===== config.mk =====
export PLATFORM = sky130hd
export DESIGN_NAME = w5300_receiver
export DESIGN_NICKNAME = d
export VERILOG_FILES = /design/src/rtl/w5300_receiver.sv
export SDC_FILE = /design/constraint.sdc
export NUM_CORES = 1
export LEC_CHECK = 0
export CORE_AREA = 2 2 115 117
export CTS_BUF_LIST = sky130_fd_sc_hd__clkbuf_4
export CTS_CLUSTER_DIAMETER = 60
export DETAILED_ROUTE_END_ITERATION = 6
export DIE_AREA = 0 0 117 119
export PLACE_DENSITY = 0.76
export SLEW_MARGIN = 20
export SYNTH_ARGS = -nofsm -noshare
export SYNTH_HDL_FRONTEND = slang
export SYNTH_SLANG_ARGS = --single-unit

===== constraint.sdc =====
create_clock -name clk -period 5.1 [get_ports clk]
set_input_delay 0.765 -clock clk [delete_from_list [all_inputs] [get_ports clk]]
set_output_delay 0.765 -clock clk [all_outputs]
set_load 0.02 [all_outputs]

===== src/rtl/w5300_receiver.sv =====
// w5300_receiver: per-socket receive engine for the W5300 Ethernet controller.
// On eth_rx_req it reads socket N's received-size registers. If data is
// pending, it reads the PACKET-INFO length word, drains the payload from
// Sn_RX_FIFOR into the local RX buffer, and then issues the RECV command.
//
// Ports:
//   clk, rst            - clock and synchronous active-high reset
//   eth_rx_req          - start one poll/receive pass (sampled in Idle only)
//   eth_rx_buffer_addr  - RX buffer word write address
//   eth_rx_buffer_data  - RX buffer write data
//   eth_rx_buffer_wr    - RX buffer write strobe (one word per high cycle)
//   rx_len              - byte length of the last packet (0 if none pending)
//   rx_overflow         - last packet exceeded RX buffer capacity
//   rx_done             - single-cycle pulse at the end of each pass
//   addr, wr_data       - register bus request {RD/WR, reg} and write data
//   rd_data, op_state   - register read data and operation-complete pulse
module w5300_receiver #(
    parameter logic [2:0]  N                   = 3'd0,
    parameter int unsigned ETH_RX_BUFFER_WIDTH = 16
) (
    input  logic                           clk,
    input  logic                           rst,
    input  logic                           eth_rx_req,
    output logic [ETH_RX_BUFFER_WIDTH-1:0] eth_rx_buffer_addr,
    output logic [15:0]                    eth_rx_buffer_data,
    output logic                           eth_rx_buffer_wr,
    output logic [15:0]                    rx_len,
    output logic                           rx_overflow,
    output logic                           rx_done,
    output logic [9:0]                     addr,
    output logic [15:0]                    wr_data,
    input  logic [15:0]                    rd_data,
    input  logic                           op_state
);

    localparam logic RD = 1'b0;
    localparam logic WR = 1'b1;

    // Socket register word offsets (socket block at word 0x100, 0x20 words per socket).
    localparam logic [8:0] SN_CR_OFS        = 9'h001;
    localparam logic [8:0] SN_RX_RSR0_OFS   = 9'h014;
    localparam logic [8:0] SN_RX_RSR2_OFS   = 9'h015;
    localparam logic [8:0] SN_RX_FIFOR_OFS  = 9'h018;
    localparam logic [15:0] SN_CR_RECV      = 16'h0040;

    function automatic logic [8:0] get_socket_n_reg(input logic [2:0] n, input logic [8:0] ofs);
        return 9'h100 + {1'b0, n, 5'b0_0000} + ofs;
    endfunction

    localparam logic [8:0] REG_RSR0  = get_socket_n_reg(N, SN_RX_RSR0_OFS);
    localparam logic [8:0] REG_RSR2  = get_socket_n_reg(N, SN_RX_RSR2_OFS);
    localparam logic [8:0] REG_FIFOR = get_socket_n_reg(N, SN_RX_FIFOR_OFS);
    localparam logic [8:0] REG_CR    = get_socket_n_reg(N, SN_CR_OFS);

    localparam logic [16:0] BUF_WORDS = 17'(1) << ETH_RX_BUFFER_WIDTH;

    typedef enum logic [2:0] {
        ST_IDLE,
        ST_READ_RX_SIZE,
        ST_CHECK_RX_SIZE,
        ST_READ_INFO,
        ST_READ_FIFO_REG,
        ST_DO_RECV,
        ST_FINISH
    } state_t;

    state_t      state, next_state;
    logic        rsr_lo_phase;   // 0: RSR0 (high half) pending, 1: RSR2 (low half)
    logic [31:0] rx_size;
    logic [16:0] word_cnt;
    logic [16:0] rx_words;
    logic [16:0] info_words;

    // Payload word count from the info byte length, rounded up to whole words.
    assign info_words = ({1'b0, rd_data} + 17'd1) >> 1;

    always_ff @(posedge clk) begin
        if (rst) state <= ST_IDLE;
        else     state <= next_state;
    end

    always_comb begin
        next_state = state;
        addr       = {RD, 9'h000};
        wr_data    = '0;
        unique case (state)
            ST_IDLE: begin
                if (eth_rx_req) next_state = ST_READ_RX_SIZE;
            end
            ST_READ_RX_SIZE: begin
                addr = {RD, rsr_lo_phase ? REG_RSR2 : REG_RSR0};
                if (op_state && rsr_lo_phase) next_state = ST_CHECK_RX_SIZE;
            end
            ST_CHECK_RX_SIZE: begin
                next_state = (rx_size == 32'd0) ? ST_FINISH : ST_READ_INFO;
            end
            ST_READ_INFO: begin
                addr = {RD, REG_FIFOR};
                if (op_state) next_state = (info_words == 17'd0) ? ST_DO_RECV : ST_READ_FIFO_REG;
            end
            ST_READ_FIFO_REG: begin
                addr = {RD, REG_FIFOR};
                if (op_state && (word_cnt + 17'd1) == rx_words) next_state = ST_DO_RECV;
            end
            ST_DO_RECV: begin
                addr    = {WR, REG_CR};
                wr_data = SN_CR_RECV;
                if (op_state) next_state = ST_FINISH;
            end
            ST_FINISH: begin
                next_state = ST_IDLE;
            end
            default: next_state = ST_IDLE;
        endcase
    end

    always_ff @(posedge clk) begin
        if (rst) begin
            eth_rx_buffer_addr <= '0;
            eth_rx_buffer_data <= '0;
            eth_rx_buffer_wr   <= 1'b0;
            rx_len             <= '0;
            rx_overflow        <= 1'b0;
            rx_done            <= 1'b0;
            rx_size            <= '0;
            word_cnt           <= '0;
            rx_words           <= '0;
            rsr_lo_phase       <= 1'b0;
        end else begin
            eth_rx_buffer_wr <= 1'b0;
            rx_done          <= (next_state == ST_FINISH);
            // The address shown with a write is the write address; it advances
            // once that write has been presented.
            if (eth_rx_buffer_wr)
                eth_rx_buffer_addr <= eth_rx_buffer_addr + ETH_RX_BUFFER_WIDTH'(1);
            unique case (state)
                ST_IDLE: begin
                    if (eth_rx_req) begin
                        rx_size            <= '0;
                        word_cnt           <= '0;
                        eth_rx_buffer_addr <= '0;
                        rsr_lo_phase       <= 1'b0;
                    end
                end
                ST_READ_RX_SIZE: begin
                    if (op_state) begin
                        if (!rsr_lo_phase) rx_size[31:16] <= rd_data;
                        else               rx_size[15:0]  <= rd_data;
                        rsr_lo_phase <= ~rsr_lo_phase;
                    end
                end
                ST_CHECK_RX_SIZE: begin
                    if (rx_size == 32'd0) begin
                        rx_len      <= '0;
                        rx_overflow <= 1'b0;
                    end
                end
                ST_READ_INFO: begin
                    if (op_state) begin
                        rx_len      <= rd_data;
                        rx_words    <= info_words;
                        rx_overflow <= 1'b0;
                    end
                end
                ST_READ_FIFO_REG: begin
                    if (op_state) begin
                        eth_rx_buffer_data <= rd_data;
                        // Words beyond capacity are still drained from the FIFO
                        // to keep the chip's pointers consistent, just not stored.
                        if (word_cnt < BUF_WORDS) eth_rx_buffer_wr <= 1'b1;
                        else                      rx_overflow      <= 1'b1;
                        word_cnt <= word_cnt + 17'd1;
                    end
                end
                default: ;
            endcase
        end
    end

endmodule


* After elaboration in Yosys (flattened, before gate mapping) *
Index checks and enable logic that the tools add are counted.

storage, ports and cells
  input bits = 20
  output and inout port bits = 77
  word-level logic and storage cells = 87
  register bits after elaboration = 120

operators by class
  magnitude comparators = 1
  reduce and logical (&&, ||, !) cells = 19
  bitwise gates (word level) = 3
  equal/unequal tests = 15
  mux-type cells = 34
  add/subtract/negate cells = 3

operator list
  kind                     number
  $mux W16                 7
  $mux W32                 2
  $pmux W32 S2             1
  $mux W17                 2
  $pmux W17 S2             1
  $logic_not A32 Y1        1
  $pmux W16 S2             1
  $pmux W10 S3             1
  $mux W3                  6
  $pmux W3 S6              1
  $add A16 B1 Y17 const B  1
  $add A17 B1 Y17 const B  1
  $eq A17 B16 Y1           1
  $logic_not A17 Y1        1
  $lt A17 B17 Y1 const B   1
  $add A16 B1 Y16 const B  1
  $ne A2 B2 Y1 const B     8
  $eq A3 B3 Y1 const B     3
  $mux W1                  9
  $reduce_and A3 Y1        3
  $reduce_and A4 Y1        2
  $mux W7                  1
  $eq A3 B2 Y1 const B     2
  $reduce_bool A2 Y1       3
  11 further kinds         15

* Longest topological paths before layout *
Gate-level depths: netlist (run 1).

  word-level depth = 6
  depth in mapped cells = 9
  gate-level depth less buffers = 8

* Worst setup path before layout (run 1) *
OpenSTA, ideal clock, no wires.

  kind = flip-flop to output port
  start point = register state[0]
  end point = output port addr[0]
  required time = 4.335 ns
  path slack = 2.421 ns
  stages on the path, launching flop included = 6
  arrival = 1.914 ns
  path buffers = 2
  cell sequence = dfxtp_1 clkbuf_1 inv_1 nor3_1 clkbuf_1 a21o_1

between the ends
  cells in the longest elaborated chain, start to end = 3
  elaborated cells between the ends (all ways) = 6
  classes of those cells = 4 x eq/ne; 1 x mux; 1 x reduce/logical

ends and longest elaborated chain
  item                                                 line  source
  start: declaration                                   67    state_t state, next_state;
  start signal: assignment                             79    else state <= next_state;
  $eq A3 B3 Y1 / $eq A3 B2 Y1 (equally long branches)  86    unique case (state)
  $reduce_or A2 Y1 (no line)                           n/a
  $pmux W10 S3 (*)                                     86
  end: declaration                                     30    output logic [9:0] addr,

Every way passes the cells marked *; elsewhere a longest branch is shown, timed or not.

* Final worst setup path (run 1) *
  start point = register state[0]
  end point = output port addr[2]

Same word-level chain as after synthesis.

==> results of run 1 <==
==> registers in the layout, summed over array words and instances (netlist names) <==
name	cells
rx_size	32
word_cnt	17
eth_rx_buffer_addr	16
eth_rx_buffer_data	16
rx_len	16
rx_words	16
state	3
eth_rx_buffer_wr	1
rsr_lo_phase	1
rx_done	1
rx_overflow	1
==> worst register-to-register path, delay by kind of cell (launching register included) <==
family / cells / cell delay [ns]
adder cells (fa/ha/maj): 1 / 0.36
AO/OA/AOI/OAI: 2 / 0.31
AND/OR/NAND/NOR: 3 / 1.16
flip-flops: 1 / 0.50
XOR/XNOR: 1 / 0.17
==> cell usage after synthesis, types with 13 or more instances <==
library cell	instances	area share
a21oi_1	80	0.070
dfxtp_1	120	0.42
xnor2_1	29	0.044
nor3_1	13	0.011
nor2_1	81	0.053
buf_4	20	0.026
a22oi_1	18	0.023
a211oi_1	14	0.018
nand2_1	109	0.071
nor4_1	16	0.017
xor2_1	25	0.038
o21ai_0	24	0.021
clkbuf_1	49	0.032
nand3_1	49	0.043
==> cells by family (layout without fill, tap and decap cells) <==
group / after synthesis / in the layout / synth area share
simple gates: 319 / 319 / 0.264
compound gates: 154 / 154 / 0.156
flops: 120 / 120 / 0.418
buf+inv: 82 / 120 / 0.0672
xor+xnor: 54 / 54 / 0.0822
fa+ha+maj: 3 / 3 / 0.00653
mux: 3 / 3 / 0.00522
other cells: 1 / 19 / 0.000652
==> worst min-delay path by stage <==
stage | endpoint | depth (start not counted)
3_3_place_gp | rx_size[17] | 2
3_5_place_dp | eth_rx_buffer_data[13] | 2
2_1_floorplan | rx_size[0] | 2
4_1_cts | eth_rx_buffer_data[13] | 2
5_1_grt | eth_rx_buffer_data[13] | 2
6_report | eth_rx_buffer_data[13] | 2
==> routing by layer <==
| layer | up-vias | routed length [um] | GRT usage |
|---|---|---|---|
| met5 | - | 0 | 0 |
| met4 | 0 | 324 | 0.0846 |
| met3 | 22 | 774 | 0.0509 |
| met2 | 156 | 6990 | 0.332 |
| met1 | 2458 | 6540 | 0.279 |
| li1 | 2589 | - | - |
==> cells in the final DEF (no fill, tap or decap), drive strengths merged, types with 18 or more instances in the layout <==
master | netlist | layout
xnor2 | 29 | 29
nand3 | 51 | 51
a22oi | 18 | 18
a21oi | 80 | 80
clkbuf | 49 | 22
nor2 | 82 | 82
clkdlybuf4s50 | 0 | 76
o21ai | 25 | 25
nand2 | 109 | 109
xor2 | 25 | 25
dfxtp | 120 | 120
conb | 1 | 19
==> area by class of cell <==
type,count,area share
clock buffers,22,0.0242
clock inverters,10,0.0257
inverters,5,0.00275
multi-input cells,552,0.444
flip-flops and latches,120,0.352
well taps,176,0.0323
repair buffers,83,0.119
==> stage by stage <==
| step | power, W | util | hold slack [ns] | instances |
|---|---|---|---|---|
| 2_1_floorplan | 0.00110 | - | 0.436 | 754 |
| 4_1_cts | 0.00196 | 0.530 | 0.460 | 968 |
| 6_report | 0.00194 | 0.530 | 0.459 | 968 |
| 3_5_place_dp | 0.00115 | 0.504 | 0.447 | 936 |
| 5_1_grt | 0.00201 | 0.530 | 0.473 | 968 |
| 3_3_place_gp | 0.00115 | 0.504 | 0.442 | 936 |
==> power groups by stage <==
stage | clock [W] | sequential, W | combinational, W
floorplan | 0 | 0.000975 | 0.000129
global placement | 0 | 0.000978 | 0.000172
detailed placement | 0 | 0.000979 | 0.000173
CTS | 0.000825 | 0.000957 | 0.000174
global route | 0.000860 | 0.000959 | 0.000190
finish | 0.000811 | 0.000958 | 0.000175
==> flow_metrics.py, run 1 <==
metrics = {
    "clocking": {
        "cts.path.max_buffers": 2,
        "cts_setup_buffers": 0,
        "cts_tree": "yes",
        "cts-resized-gates": 0,
        "clock-root-buffer": "clkbuf_4",
        "hold_buffers": 0,
        "clk_latency_ns": 0.53,
        "cts-buffers-inserted": 17,
        "cts.sinks": 120,
        "h-tree-depth": 4,
        "clk_pin_slew_ns": 0.10,
    },
    "critical_path": {
        "critPathArrivalTime_ns": 2.59,
        "r2r-end": "state[0]",
        "critPathLaunch": "state[0]",
        "rrSetupSlack_ns": 2.51,
        "crit_required_ns": 4.34,
        "crit_path_top_delay_cell": "clkdlybuf4s50_1",
        "endpoint_kind": "primary output",
        "critPathBufInv": 3,
        "r2r-start": "word_cnt[0]",
        "crit_end": "addr[2]",
        "path_cells": "inv_1, nor3_2, buf_4, clkdlybuf4s50_1",
        "slowest_delay_ns": 0.68,
        "cp.depth": 4,
        "cp-start-kind": "flip-flop",
        "critPathTopFamily": "buffers and inverters",
        "crit_fanout": 33,
        "r2r_cells": 7,
        "crit_type": "reg -> out",
    },
    "floorplan": {
        "die_w_um": 117,
        "design.core.area_mm2": 0.0129,
        "rows": 42,
        "initial_core_util": 0.447,
        "io_pins": 97,
        "die_h_um": 119,
        "die-area_mm2": 0.0139,
    },
    "detailed_routing": {
        "num_vias": 5225,
        "wl_per_cell_um": 15.1,
        "viasPerCell": 5.40,
        "drt_iter0_markers": 379,
        "postRouteWirelength_mm": 14.6,
        "antenna_left": 0,
        "dr.pass1.iters": 5,
        "route.detailed.drc": 0,
    },
    "cells_and_area": {
        "drive_above_1_share": 0.0631,
        "area_growth_pct": 18.7,
        "design_area_mm2": 0.00683,
        "nets": 802,
        "multi_input_area_mm2": 0.00303,
        "diodes": 0,
        "fillerInstances": 1229,
        "ff_latch_area_mm2": 0.00240,
    },
    "pwr": {
        "ir_worst_vdd_v": 0.000151,
        "power.density_mw_per_mm2": 285,
        "pwr-share-clk": 0.417,
        "p_sw_w": 0.000484,
        "swShare": 0.249,
        "pwr-share-comb": 0.090,
        "intPower_w": 0.00146,
        "pwr-share-seq": 0.493,
        "leakage_nw": 2.33,
    },
    "outcome": {
        "status": "finished, final reports clean",
    },
    "grt": {
        "gr-total-overflow": 0,
        "grt_use_total": 0.212,
        "grt_pass1_vias": 4489,
        "grt_max_degree": 86,
        "grt_pass1_wl_mm": 23.0,
        "antenna_found_initial": 0,
    },
    "placed_design": {
        "dp_slack_ns": 2.12,
        "dp_hpwl_mm": 9.59,
        "io_buffers": 77,
        "place_area_mm2": 0.00649,
        "gp_congestion": 0.870,
    },
    "hold_path": {
        "hold_path.class": "reg -> reg",
        "hp-start": "eth_rx_buffer_data[13]",
    },
    "timing": {
        "maxSlewViolCount": 0,
        "rsz0062_at_grt": "no",
        "hold_viol": 0,
        "finalCriticalPeriod_ns": 3.35,
        "fin_tns_setup_ns": 0,
        "setup_viol": 0,
        "fin_skew_ns": 0.0151,
        "worst_slack_ns": 1.75,
        "clock.fmax_mhz": 298,
        "relSlewSlack": 0.357,
        "tightest_slew_ns": 0.963,
        "fin_crit_sh": 0.658,
    },
    "yosys": {
        "netlist_instances": 736,
        "async_flop_share": 0,
        "ys_seq_area_frac": 0.418,
        "ys_warn_count": 0,
        "ys_types": 50,
        "synth_area_mm2": 0.00575,
        "synth_edf_count": 0,
        "synth_seq_cells": 120,
        "synthFlopType": "dfxtp_1",
        "syn_avg_cell_area_um2": 7.81,
    },
    "job": {
        "drv_cap": 0,
    },
}
No activity file was read; power rests on OpenSTA's default activity.
==> inputs of run 2 (changes only) <==
--- a/config.mk
+++ b/config.mk
@@ -10,7 +10,7 @@
 export CTS_CLUSTER_DIAMETER = 60
 export DETAILED_ROUTE_END_ITERATION = 6
 export DIE_AREA = 0 0 117 119
-export PLACE_DENSITY = 0.76
+export PLACE_DENSITY = 0.79
 export SLEW_MARGIN = 20
 export SYNTH_ARGS = -nofsm -noshare
 export SYNTH_HDL_FRONTEND = slang
==> constraint.sdc (replaced) <==
create_clock -name clk -period 2.9 [get_ports clk]
set_input_delay 0.435 -clock clk [delete_from_list [all_inputs] [get_ports clk]]
set_output_delay 0.435 -clock clk [all_outputs]
set_load 0.02 [all_outputs]
==> flow_metrics.py, run 2 (same netlist as run 1, synthesis figures left out) <==
metrics = {
    "outcome": {
        "status": "finished, final reports clean",
    },
    "timing": {
        "fin_tns_setup_ns": 0,
        "hold_viol": 0,
        "tightest_slew_ns": 1.08,
        "maxSlewViolCount": 0,
        "finalCriticalPeriod_ns": 2.72,
        "fin_skew_ns": 0.0119,
        "clock.fmax_mhz": 367,
        "rsz0062_at_grt": "no",
        "fin_crit_sh": 0.939,
        "relSlewSlack": 0.277,
        "setup_viol": 0,
    },
    "critical_path": {
        "crit_type": "reg -> out",
        "crit_fanout": 11,
        "crit_required_ns": 2.47,
        "cp-start-kind": "flip-flop",
        "endpoint_kind": "primary output",
        "slowest_delay_ns": 0.63,
        "path_cells": "inv_2, or3_1, o21ai_0, clkdlybuf4s50_1",
        "critPathArrivalTime_ns": 2.29,
        "crit_path_top_delay_cell": "clkdlybuf4s50_1",
    },
    "pwr": {
        "pwr-share-seq": 0.500,
        "intPower_w": 0.00251,
        "pwr-share-clk": 0.402,
        "pwr-share-comb": 0.098,
        "leakage_nw": 2.40,
        "ir_worst_vdd_v": 0.000274,
        "p_sw_w": 0.000863,
        "swShare": 0.256,
        "power.density_mw_per_mm2": 487,
    },
    "clocking": {
        "cts-buffers-inserted": 17,
        "h-tree-depth": 4,
        "cts_tree": "yes",
        "hold_buffers": 0,
        "clk_pin_slew_ns": 0.10,
        "cts.sinks": 120,
        "cts.path.max_buffers": 2,
        "clk_latency_ns": 0.53,
        "clock-root-buffer": "clkbuf_4",
    },
    "cells_and_area": {
        "design_area_mm2": 0.00693,
        "diodes": 0,
        "layout.cells.non_filler": 984,
        "regMostFlops": "rx_size",
        "drive_above_1_share": 0.0842,
        "final_cell_mix": "dfxtp_1, nand2_1, nor2_1",
        "reg_top3": "rx_size: 32 flops, word_cnt: 17 flops",
        "nets": 818,
        "largest_reg_flops": 32,
        "mostFrequentLayoutCell": "dfxtp_1",
        "area_growth_pct": 20.5,
    },
    "grt": {
        "gr-total-overflow": 0,
        "grt_pass1_vias": 4946,
        "grt_pass1_wl_mm": 24.5,
        "grt_use_total": 0.226,
        "grt_max_degree": 76,
        "antenna_found_initial": 0,
    },
    "floorplan": {
        "die_w_um": 117,
        "die-area_mm2": 0.0139,
        "io_pins": 97,
        "rows": 42,
        "initial_core_util": 0.447,
        "design.core.area_mm2": 0.0129,
        "die_h_um": 119,
    },
    "placed_design": {
        "io_buffers": 77,
        "gp_congestion": 0.925,
        "place_inst": 952,
        "dp_hpwl_mm": 10.6,
        "place_area_mm2": 0.00661,
    },
    "detailed_routing": {
        "route.detailed.drc": 0,
        "viasPerCell": 5.43,
        "dr.pass1.iters": 5,
        "num_vias": 5345,
        "antenna_left": 0,
        "postRouteWirelength_mm": 15.5,
        "drt_iter0_markers": 423,
        "wl_per_cell_um": 15.7,
    },
    "job": {
        "drv_cap": 0,
    },
    "hold_path": {
        "hold_path.class": "in -> reg",
    },
}
## run 2: changes by cell type in the layout (fill, tap and decap cells not counted)
cell        previous run  this run
dfxtp_1              120       119
buf_4                  6        22
bufinv_16              5         4
dfxtp_2                0         1
clkinv_1               2         1
clkbuf_4              22        23
clkinvlp_4             1         2
## run 2: what timing repair did
action | in CTS | in global routing
resized for setup | 0 | 1
setup endpoints to repair | 0 | 2
setup buffers | 0 | 0
## run 2: cell type report
type / instances / area, um2
Sequential cell: 120 / 2400
Clock inverter: 9 / 149
Tap cell: 176 / 220
Multi-Input combinational cell: 552 / 3030
Inverter: 5 / 18.8
Fill cell: 1230 / 5950
Timing Repair Buffer: 99 / 931
Clock buffer: 23 / 173
## run 2: metal layers
metal,vias to the layer above,share of wire,global-route usage
met5,-,0,0
met4,0,0.022,0.0949
met3,31,0.060,0.0545
met2,196,0.50,0.371
met1,2507,0.42,0.281
li1,2611,-,-
## run 2: final timing paths
check | startpoint | end | slack, ns | cells after the start
worst max-delay path | state[2] | addr[4] | 0.18 | 4
worst min-delay path | rst | state[2] | 0.33 | 3
worst max register to register | word_cnt[0] | state[0] | 0.32 | 7
worst min register to register | eth_rx_buffer_data[11] | eth_rx_buffer_data[11] | 0.46 | 2
## run 2: critical path, delay by kind of cell, from the launching register on
family                 cells  cell delay [ns]
buffers and inverters      2             0.75
DFF                        1             0.55
AOI/OAI and AO/OA          1             0.10
and+or+nand+nor            1             0.34
## run 2: power by group through the flow
stage / registers [W] / logic (W) / clock network, W
after floorplan: 0.00171 / 0.000227 / 0
after global placement: 0.00172 / 0.000323 / 0
after detailed placement: 0.00172 / 0.000325 / 0
after CTS: 0.00168 / 0.000327 / 0.00138
after global routing: 0.00169 / 0.000355 / 0.00146
final: 0.00168 / 0.000331 / 0.00136
## run 2: stage by stage
| step | total power (W) | utilization | hold WS, ns | worst slack (ns) |
|---|---|---|---|---|
| floorplan | 0.00194 | - | 0.436 | 0.551 |
| global placement | 0.00204 | 0.513 | 0.445 | 0.330 |
| detailed placement | 0.00205 | 0.513 | 0.447 | 0.347 |
| CTS | 0.00339 | 0.538 | 0.268 | 0.0426 |
| global route | 0.00350 | 0.538 | 0.317 | 0.0579 |
| finish | 0.00337 | 0.538 | 0.326 | 0.177 |
==> inputs of run 3 (changes only) <==
==> config.mk (replaced) <==
export PLATFORM = sky130hd
export DESIGN_NAME = w5300_receiver
export DESIGN_NICKNAME = d
export VERILOG_FILES = /design/src/rtl/w5300_receiver.sv
export SDC_FILE = /design/constraint.sdc
export NUM_CORES = 1
export LEC_CHECK = 0
export CELL_PAD_IN_SITES_DETAIL_PLACEMENT = 0
export CELL_PAD_IN_SITES_GLOBAL_PLACEMENT = 2
export CORE_AREA = 2 2 144 146
export CTS_BUF_LIST = sky130_fd_sc_hd__clkbuf_4
export CTS_CLUSTER_DIAMETER = 120
export DETAILED_ROUTE_END_ITERATION = 6
export DIE_AREA = 0 0 146 148
export PLACE_DENSITY = 0.84
export SETUP_SLACK_MARGIN = 0.15
export SLEW_MARGIN = 20
export SYNTH_ARGS = -nofsm -noshare
export SYNTH_HDL_FRONTEND = slang
export SYNTH_SLANG_ARGS = --single-unit
==> flow_metrics.py, run 3 (same netlist as run 1, synthesis figures left out) <==
metrics = {
    "outcome": {
        "status": "finished, final reports clean",
    },
    "pwr": {
        "leakage_nw": 2.40,
        "power.density_mw_per_mm2": 449,
        "p_sw_w": 0.000954,
        "ir_worst_vdd_v": 0.000265,
        "pwr-share-clk": 0.354,
        "intPower_w": 0.00221,
        "pwr-share-comb": 0.114,
        "swShare": 0.301,
        "pwr-share-seq": 0.531,
        "finalPower_w": 0.00316,
    },
    "timing": {
        "fin_crit_sh": 0.891,
        "finalCriticalPeriod_ns": 2.58,
        "tightest_slew_ns": 0.938,
        "clock.fmax_mhz": 387,
        "maxSlewViolCount": 0,
        "hold_viol": 0,
        "setup_viol": 0,
        "fin_tns_setup_ns": 0,
        "fin_skew_ns": 0.0246,
        "rsz0062_at_grt": "no",
        "relSlewSlack": 0.374,
    },
    "critical_path": {
        "slowest_delay_ns": 0.63,
        "crit_required_ns": 2.47,
        "critPathBufInv": 2,
        "r2r-start": "word_cnt[0]",
        "r2r-end": "state[0]",
        "endpoint_kind": "primary output",
        "critPathTopFamily": "buffers and inverters",
        "r2r_cells": 7,
        "crit_fanout": 12,
        "rrSetupSlack_ns": 0.42,
        "crit_path_top_delay_cell": "clkdlybuf4s50_1",
        "path_cells": "buf_4, or3_1, o21ai_0, clkdlybuf4s50_1",
        "crit_type": "reg -> out",
        "cp-start-kind": "flip-flop",
        "critPathArrivalTime_ns": 2.15,
    },
    "floorplan": {
        "design.core.area_mm2": 0.0200,
        "initial_core_util": 0.287,
        "io_pins": 97,
        "die_w_um": 146,
        "rows": 52,
        "die_h_um": 148,
        "die-area_mm2": 0.0216,
    },
    "clocking": {
        "cts-resized-gates": 1,
        "cts.path.max_buffers": 2,
        "cts-buffers-inserted": 17,
        "cts.sinks": 120,
        "clock-root-buffer": "clkbuf_4",
        "cts_tree": "yes",
        "hold_buffers": 0,
        "clk_pin_slew_ns": 0.12,
        "cts_setup_buffers": 0,
        "h-tree-depth": 4,
        "clk_latency_ns": 0.54,
    },
    "grt": {
        "grt_pass1_wl_mm": 27.8,
        "antenna_found_initial": 1,
        "grt_pass1_vias": 4984,
        "gr-total-overflow": 0,
        "grt_max_degree": 86,
        "grt_use_total": 0.164,
    },
    "cells_and_area": {
        "fillerInstances": 2215,
        "mostFrequentLayoutCell": "dfxtp_1",
        "reg_top3": "rx_size: 32 flops, word_cnt: 17 flops",
        "final_cell_mix": "dfxtp_1, nand2_1, nor2_1",
        "regMostFlops": "rx_size",
        "nets": 827,
        "layout.cells.non_filler": 1088,
        "drive_above_1_share": 0.0955,
        "area_growth_pct": 22.7,
        "largest_reg_flops": 32,
    },
    "detailed_routing": {
        "highest_layer": "met4",
        "drt_iter0_markers": 339,
        "dr.pass1.iters": 5,
        "route.detailed.drc": 0,
        "wl_met3_um": 614,
        "dr_wl_met2_mm": 8.47,
        "postRouteWirelength_mm": 17.4,
        "m1WireLength_mm": 7.97,
        "antenna_left": 0,
        "wl_per_cell_um": 16.0,
        "num_vias": 5230,
        "viasPerCell": 4.81,
    },
    "hold_path": {
        "hp-start": "rst",
        "hold_path_end": "word_cnt[1]",
        "whs_path_depth": 2,
        "hold_path.class": "in -> reg",
    },
    "placed_design": {
        "dp_hpwl_mm": 12.2,
        "place_inst": 1055,
        "io_buffers": 77,
        "gp_congestion": 0.796,
    },
    "job": {
        "drv_cap": 0,
    },
}
-- run 3: through the flow --
stage          cell area (um2)  setup slack (ns)  utilization  hold slack (ns)
5_1_grt                   7050             0.166        0.352            0.170
4_1_cts                   7050             0.240        0.352            0.173
3_5_place_dp              6790             0.371        0.339            0.448
2_1_floorplan             5820             0.551            -            0.436
3_3_place_gp              6790             0.404        0.339            0.443
6_report                  7050             0.316        0.352            0.227
-- run 3: worst max-delay path by stage --
stage,slack [ns],end,depth (start not counted),startpoint
2_1_floorplan,0.55,addr[0],5,state[0]
3_3_place_gp,0.40,state[0],8,rd_data[5]
4_1_cts,0.24,addr[4],4,state[0]
3_5_place_dp,0.37,state[0],7,rd_data[5]
6_report,0.32,addr[4],4,state[0]
5_1_grt,0.17,addr[3],4,state[1]
-- run 3: worst register-to-register path, cell delays in order, from the launching register on --
cell	delay, ns
dfxtp_1	0.49
ha_1	0.35
nand3_4	0.16
nor4_1	0.41
xnor2_1	0.16
o2111ai_1	0.10
or4b_1	0.54
o31ai_2	0.18
-- run 3: cell type report --
cell class | instances | area (um2) | share of cell area
sequential | 120 | 2400 | 0.341
clock inverter | 15 | 129 | 0.0183
inverter | 5 | 18.8 | 0.00266
clock buffer | 17 | 128 | 0.0181
multi-input combinational | 552 | 3030 | 0.430
timing repair buffer | 108 | 1000 | 0.142
tap | 270 | 338 | 0.0479
antenna | 1 | 2.50 | 0.000355
-- run 3: power by group through the flow --
stage	Combinational (W)	Sequential [W]	Clock [W]
floorplan	0.000227	0.00171	0
global placement	0.000364	0.00172	0
detailed placement	0.000364	0.00172	0
CTS	0.000365	0.00168	0.00117
global route	0.000392	0.00168	0.00126
finish	0.000362	0.00168	0.00112
-- run 3: per-layer routing --
layer | track usage | up-vias
met5 | 0 | -
met3 | 0.0392 | 17
met4 | 0.0485 | 0
met2 | 0.278 | 103
li1 | - | 2642
met1 | 0.208 | 2468
